===== src/rtl/spi_reg_ctrl.sv =====
// ============================================================================
// spi_reg_ctrl : register command sequencer in front of an SPI byte engine
// Optional macro: SPI_REG_CTRL_TIMEOUT_EN (per-byte receive timeout)
// Revision: 1.0
// ============================================================================
`default_nettype none

module spi_reg_ctrl #(
  parameter int TIMEOUT_CYCLES = 255
) (
  input  logic       i_clk,
  input  logic       i_rst,
  input  logic       i_cmd_valid,
  input  logic       i_cmd_write,
  input  logic [6:0] i_cmd_addr,
  input  logic [7:0] i_cmd_wdata,
  output logic       o_cmd_ready,
  output logic       o_rsp_valid,
  output logic [7:0] o_rsp_rdata,
  output logic       o_rsp_err,
  input  logic       i_rsp_ready,
  output logic       o_tx_valid,
  output logic [7:0] o_tx_byte,
  input  logic       i_tx_ready,
  input  logic       i_rx_valid,
  input  logic [7:0] i_rx_byte
);

  typedef enum logic [2:0] {
    IDLE      = 3'd0,
    SEND_CMD  = 3'd1,
    WAIT_CMD  = 3'd2,
    SEND_DATA = 3'd3,
    WAIT_DATA = 3'd4,
    RESP      = 3'd5
  } state_e;

  state_e     state_q, state_d;
  logic       write_q, write_d;
  logic [7:0] wdata_q, wdata_d;
  logic [7:0] tx_byte_q, tx_byte_d;
  logic [7:0] rsp_rdata_q, rsp_rdata_d;

`ifdef SPI_REG_CTRL_TIMEOUT_EN
  localparam int CNT_W = ($clog2(TIMEOUT_CYCLES + 1) > 8) ? $clog2(TIMEOUT_CYCLES + 1) : 8;

  logic [CNT_W-1:0] cnt_q, cnt_d;
  logic             rsp_err_q, rsp_err_d;
  logic             expired;

  // Terminal count is TIMEOUT_CYCLES-1 so the wait lasts exactly TIMEOUT_CYCLES cycles.
  assign expired = (cnt_q == CNT_W'(TIMEOUT_CYCLES - 1));
`endif

  always_comb begin
    state_d     = state_q;
    write_d     = write_q;
    wdata_d     = wdata_q;
    tx_byte_d   = tx_byte_q;
    rsp_rdata_d = rsp_rdata_q;
`ifdef SPI_REG_CTRL_TIMEOUT_EN
    cnt_d       = cnt_q;
    rsp_err_d   = rsp_err_q;
`endif
    case (state_q)
      IDLE: begin
        if (i_cmd_valid) begin
          write_d   = i_cmd_write;
          wdata_d   = i_cmd_wdata;
          tx_byte_d = {~i_cmd_write, i_cmd_addr};
          state_d   = SEND_CMD;
        end
      end
      SEND_CMD: begin
        if (i_tx_ready) begin
          state_d = WAIT_CMD;
`ifdef SPI_REG_CTRL_TIMEOUT_EN
          cnt_d   = '0;
`endif
        end
      end
      WAIT_CMD: begin
        if (i_rx_valid) begin
          tx_byte_d = write_q ? wdata_q : 8'h00;
          state_d   = SEND_DATA;
        end
`ifdef SPI_REG_CTRL_TIMEOUT_EN
        else if (expired) begin
          rsp_rdata_d = 8'h00;
          rsp_err_d   = 1'b1;
          state_d     = RESP;
        end else begin
          cnt_d = cnt_q + CNT_W'(1);
        end
`endif
      end
      SEND_DATA: begin
        if (i_tx_ready) begin
          state_d = WAIT_DATA;
`ifdef SPI_REG_CTRL_TIMEOUT_EN
          cnt_d   = '0;
`endif
        end
      end
      WAIT_DATA: begin
        if (i_rx_valid) begin
          rsp_rdata_d = i_rx_byte;
`ifdef SPI_REG_CTRL_TIMEOUT_EN
          rsp_err_d   = 1'b0;
`endif
          state_d     = RESP;
        end
`ifdef SPI_REG_CTRL_TIMEOUT_EN
        else if (expired) begin
          rsp_rdata_d = 8'h00;
          rsp_err_d   = 1'b1;
          state_d     = RESP;
        end else begin
          cnt_d = cnt_q + CNT_W'(1);
        end
`endif
      end
      RESP: begin
        if (i_rsp_ready) state_d = IDLE;
      end
      default: state_d = IDLE;
    endcase
  end

  always_ff @(posedge i_clk or posedge i_rst) begin
    if (i_rst) begin
      state_q     <= IDLE;
      write_q     <= 1'b0;
      wdata_q     <= 8'h00;
      tx_byte_q   <= 8'h00;
      rsp_rdata_q <= 8'h00;
`ifdef SPI_REG_CTRL_TIMEOUT_EN
      cnt_q       <= '0;
      rsp_err_q   <= 1'b0;
`endif
    end else begin
      state_q     <= state_d;
      write_q     <= write_d;
      wdata_q     <= wdata_d;
      tx_byte_q   <= tx_byte_d;
      rsp_rdata_q <= rsp_rdata_d;
`ifdef SPI_REG_CTRL_TIMEOUT_EN
      cnt_q       <= cnt_d;
      rsp_err_q   <= rsp_err_d;
`endif
    end
  end

  assign o_cmd_ready = (state_q == IDLE);
  assign o_tx_valid  = (state_q == SEND_CMD) || (state_q == SEND_DATA);
  assign o_tx_byte   = tx_byte_q;
  assign o_rsp_valid = (state_q == RESP);
  assign o_rsp_rdata = rsp_rdata_q;
`ifdef SPI_REG_CTRL_TIMEOUT_EN
  assign o_rsp_err   = rsp_err_q;
`else
  assign o_rsp_err   = 1'b0;
`endif

endmodule

`default_nettype wire


===== config.mk =====
export PLATFORM = sky130hd
export DESIGN_NAME = spi_reg_ctrl
export DESIGN_NICKNAME = d
export VERILOG_FILES = /design/src/rtl/spi_reg_ctrl.sv
export SDC_FILE = /design/constraint.sdc
export NUM_CORES = 1
export LEC_CHECK = 0
export BUFFER_PORTS_ARGS = -buffer_cell sky130_fd_sc_hd__buf_2
export CORE_MARGIN = 5
export CORE_UTILIZATION = 43
export DETAILED_ROUTE_END_ITERATION = 6
export PLACE_DENSITY = 0.72
export SLEW_MARGIN = 15
export SYNTH_ARGS = -nofsm -noshare
export SYNTH_HDL_FRONTEND = slang
export SYNTH_SLANG_ARGS = --single-unit

===== constraint.sdc =====
create_clock -name i_clk -period 3.55 [get_ports i_clk]
set_input_delay 0.8875 -clock i_clk [delete_from_list [all_inputs] [get_ports i_clk]]
set_output_delay 0.8875 -clock i_clk [all_outputs]
set_load 0.005 [all_outputs]

Yosys cells after proc, flatten, opt, wreduce, memory -nomap -nowiden
Cells that the tools add are included.
{ "word_totals": {"reg_bits": 28, "wordCells": 35} }
{ "classes": {"n_eq_ne": 11, "n_mux": 11, "bitwise": 1, "reduce_logical": 7} }
{ "ops": {"columns": ["cell", "n"], "rows": [
  ["$mux W8", 3],
  ["$mux W3", 6],
  ["$pmux W3 S6", 1],
  ["$pmux W8 S2", 1],
  ["$ne A2 B2 Y1 const B", 5],
  ["$eq A3 B2 Y1 const B", 2],
  ["$eq A3 B3 Y1 const B", 2],
  ["$reduce_and A6 Y1", 1],
  ["$reduce_and A2 Y1", 2],
  ["$eq A3 B1 Y1 const B", 1],
  ["$logic_not A3 Y1", 1],
  ["$reduce_and A3 Y1", 1],
  ["$ne A2 B1 Y1 const B", 1],
  ["$reduce_bool A2 Y1", 1],
  ["$logic_or A1 B1 Y1", 1],
  ["$not A1 Y1", 1]
]} }

Longest topological paths before layout
{ "logic_depth": {"ltp_word": 3, "depth_mapped": 4, "depth_no_buf": 3} }

Least setup slack after synthesis
OpenSTA, ideal clock, no wires.
{ "synth_path": {"kind": "reg-to-output", "from": "register state_q[1]", "to": "output port o_cmd_ready", "arrival_ns": 0.946, "slack_ns": 1.716, "path_stages_with_launch": 4, "cell_sequence": "dfrtp_1 buf_2 clkbuf_1 nor3_1"} }
{ "synth_via": {"elab_chain_cells": 1} }
{ "synth_rtl": {"columns": ["item", "line", "text"], "rows": [
  ["from (decl)", "38", "state_e state_q, state_d;"],
  ["from (signal assigned)", "142", "state_q <= state_d;"],
  ["$logic_not A3 Y1", "154", "assign o_cmd_ready = (state_q == IDLE);"],
  ["to (decl)", "17", "output logic o_cmd_ready,"]
]} }
Every way passes these cells.

Final worst setup path
{ "layout_path": {"from": "register state_q[1]", "to": "output port o_rsp_valid"} }
{ "layout_via": {"elab_chain_cells": 1} }
{ "layout_rtl": {"columns": ["item", "line", "text"], "rows": [
  ["$eq A3 B3 Y1", "157", "assign o_rsp_valid = (state_q == RESP);"],
  ["to (decl)", "18", "output logic o_rsp_valid,"]
]} }
Every way passes these cells.

==> flow_metrics.tcl <==
set metrics [dict create \
    p_int_w 0.000859 \
    synthCells 104 \
    routedWlPerCell_um 13.6 \
    grt_max_degree 29 \
    place_area_um2 1540 \
    critical_path_buf_inv_count 1 \
    cts_sinks 28 \
    clk_pin_slew_worst_paths_ps 140 \
    layout_min_cycle_time_ps 2600 \
    crit_path_max_incr_delay_ps 800 \
    hold_viol 0 \
    cts_tree "yes" \
    io_buffers 48 \
    worstPathArrival_ps 1710 \
    clockBufferDepth 2 \
    hpwlAfterDp_mm 1.94 \
    drv_cap 0 \
    synth.net_count 134 \
    io_pins 50 \
    grt_first_pass_wirelength_mm 4.13 \
    root_buffer "clkbuf_4" \
    vias_per_cell 4.85 \
    finalWorstSetupSlack_ps 951 \
    yosysSeqAreaShare 0.538 \
    crit_family "flip-flops" \
    grt_pass1_vias 903 \
    status "finished clean" \
    hold_path.class "flip-flop to flip-flop" \
    gp_congestion 0.770 \
    cp_max_fo 22 \
    die_h_um 65.0 \
    fmax_ghz 0.385 \
    clk_latency_ps 320 \
    grt_setup_unrepaired "false" \
    drt-initial-drc-count 24 \
    p_leak_nw 0.826 \
    fp.dieW_um 65.0 \
    syn_area_um2 1300 \
    drt-pass1-iter-count 4 \
    synth_cell_types 25 \
    wirelength_mm 2.47 \
    powerDensity_nw_per_um2 808 \
    cts_buffers 3 \
    pwr-share-comb 0.396 \
    cts_hold_buf 0 \
    ctsResizeCount 0 \
    avgSynthCellArea_um2 12.5 \
    synth-xor-area-share 0.00673 \
    post-place-ws_ps 1330 \
    synthAdderAreaFrac 0 \
    vias 883 \
    crit_path_end_kind "output port" \
    power_frac_clock 0.120 \
    yosysWarnings 0 \
    drc_errors 0 \
    initial_core_util 0.437 \
    cts_max_level 1 \
    slew_violations 0 \
    critPathKind "flip-flop to output port" \
    synth_seq_cells 28 \
    antenna_found_initial 0 \
    coreArea_um2 2980 \
    synth_top_area_cell "dfrtp_1" \
    drtAntennaViolNets 0 \
    fp-row-count 20 \
    crit_chain "and2b_1 -> and2_1 -> buf_2" \
    crit_slowest_cell "dfrtp_1" \
    slew_headroom 0.349 \
    finalSetupViolations 0 \
    synth-compound-area-share 0.0538 \
    synth_mux_area_frac 0.247 \
    overflow 0 \
    grt_util_all_layers 0.123 \
    start_kind "flip-flop" \
    fin_nets 180 \
    fin_util 0.530 \
    synth_top_family_by_area "multiplexers" \
    synth_top_area_frac 0.538 \
    final_area_um2 1580 \
    cp.required_ps 2660 \
    drive_above_1_share 0.530 \
    cts_setup_buffers 0 \
    finalSetupTns_ps 0 \
    area_growth_pct 21.2 \
    power_frac_seq 0.484 \
    diodes 0 \
    switching_share 0.326 \
    max-vdd-ir-drop_v 0.000293 \
    die-area_um2 4230 \
    p_sw_w 0.000416 \
    worst_pin_slew_ps 971 \
    finalCritPeriodShare 0.732 \
    fin_worst_skew_ps 1.76 \
    synth_area_leaders "dfrtp_1, mux2_2, mux2_4, o21ai_0, nand3_1" \
    synth_simple_gate_area_frac 0.0933 \
]
[state kept, by name (all words and copies together) (netlist names)]
| signal | flops |
|---|---|
| write_q | 1 |
| o_tx_byte | 8 |
| wdata_q | 8 |
| state_q | 3 |
| o_rsp_rdata | 8 |
[layer usage]
metal	global-route usage	up-vias	part of all wire	wire, µm
met3	0.0329	4	0.097	239
met2	0.195	35	0.46	1130
met5	0	-	0	0
li1	-	440	-	-
met1	0.161	404	0.43	1070
met4	0.0466	0	0.013	31
[through the flow]
step | hold WS, ps | cells | power [W]
4_1_cts | 523 | 182 | 0.00129
3_3_place_gp | 483 | 178 | 0.00111
3_5_place_dp | 490 | 178 | 0.00114
6_report | 518 | 182 | 0.00127
5_1_grt | 537 | 182 | 0.00138
2_1_floorplan | 480 | 104 | 0.000974
[final cells by class]
cell class | instances | area, µm²
multi-input combinational | 60 | 526
tap | 33 | 41.3
clock buffer | 4 | 36.3
fill | 291 | 1400
timing repair buffer | 48 | 240
sequential | 28 | 701
inverter | 9 | 33.8
[layout by cell type, fill, tap and decap left out]
cell | synthesis | final
buf_2 | 3 | 48
dfrtp_1 | 28 | 28
mux2_2 | 17 | 17
o21ai_0 | 9 | 9
inv_1 | 9 | 8
nand3_1 | 8 | 8
mux2_4 | 8 | 8
a21oi_1 | 3 | 3
clkbuf_4 | 0 | 3
nand2_1 | 2 | 2
mux2i_1 | 1 | 1
or3_1 | 1 | 1
nor4b_4 | 1 | 1
or2_2 | 1 | 1
and2b_1 | 1 | 1
and3b_1 | 1 | 1
nor3_1 | 1 | 1
and2_1 | 1 | 1
nor2b_1 | 1 | 1
clkinv_1 | 0 | 1
xor2_1 | 1 | 1
nor2_1 | 1 | 1
a32o_1 | 1 | 1
conb_1 | 1 | 1
clkbuf_8 | 0 | 1
[cells in the mapped netlist]
master	count
mux2_4	8
buf_4	1
inv_1	9
xor2_1	1
o21ai_0	9
and2_1	1
mux2i_1	1
clkbuf_1	2
nor2b_1	1
conb_1	1
and2b_1	1
nor2_1	1
nand3_1	8
nor3_1	1
or2_2	1
and3b_1	1
or3_1	1
nor4b_4	1
a32o_1	1
mux2_2	17
buf_2	3
nand2_1	2
buf_6	1
a21oi_1	3
dfrtp_1	28
[worst paths after layout]
check / from / to / slack, ps / cells past startpoint
min: o_rsp_rdata[1] / o_rsp_rdata[1] / 520 / 1
max reg2reg: state_q[1] / o_tx_byte[0] / 1570 / 3
min reg2reg: o_rsp_rdata[1] / o_rsp_rdata[1] / 520 / 1
max in group asynchronous: i_rst / o_tx_byte[5] / 2460 / 2
max: state_q[1] / o_rsp_valid / 950 / 3
min in group asynchronous: i_rst / o_rsp_rdata[0] / 650 / 2
[power by group through the flow]
stage / clock network, W / logic [W] / registers (W)
after CTS: 0.000160 / 0.000515 / 0.000618
after global routing: 0.000172 / 0.000559 / 0.000647
final: 0.000153 / 0.000505 / 0.000617
after global placement: 0 / 0.000498 / 0.000617
after detailed placement: 0 / 0.000515 / 0.000625
after floorplan: 0 / 0.000408 / 0.000566
[cell families after synthesis]
kind of cell,after synthesis
xor+xnor,1
buf+inv,16
flops,28
simple gates,19
mux,26
compound gates,13
other cells,1
(Power assumes the default switching activity.)
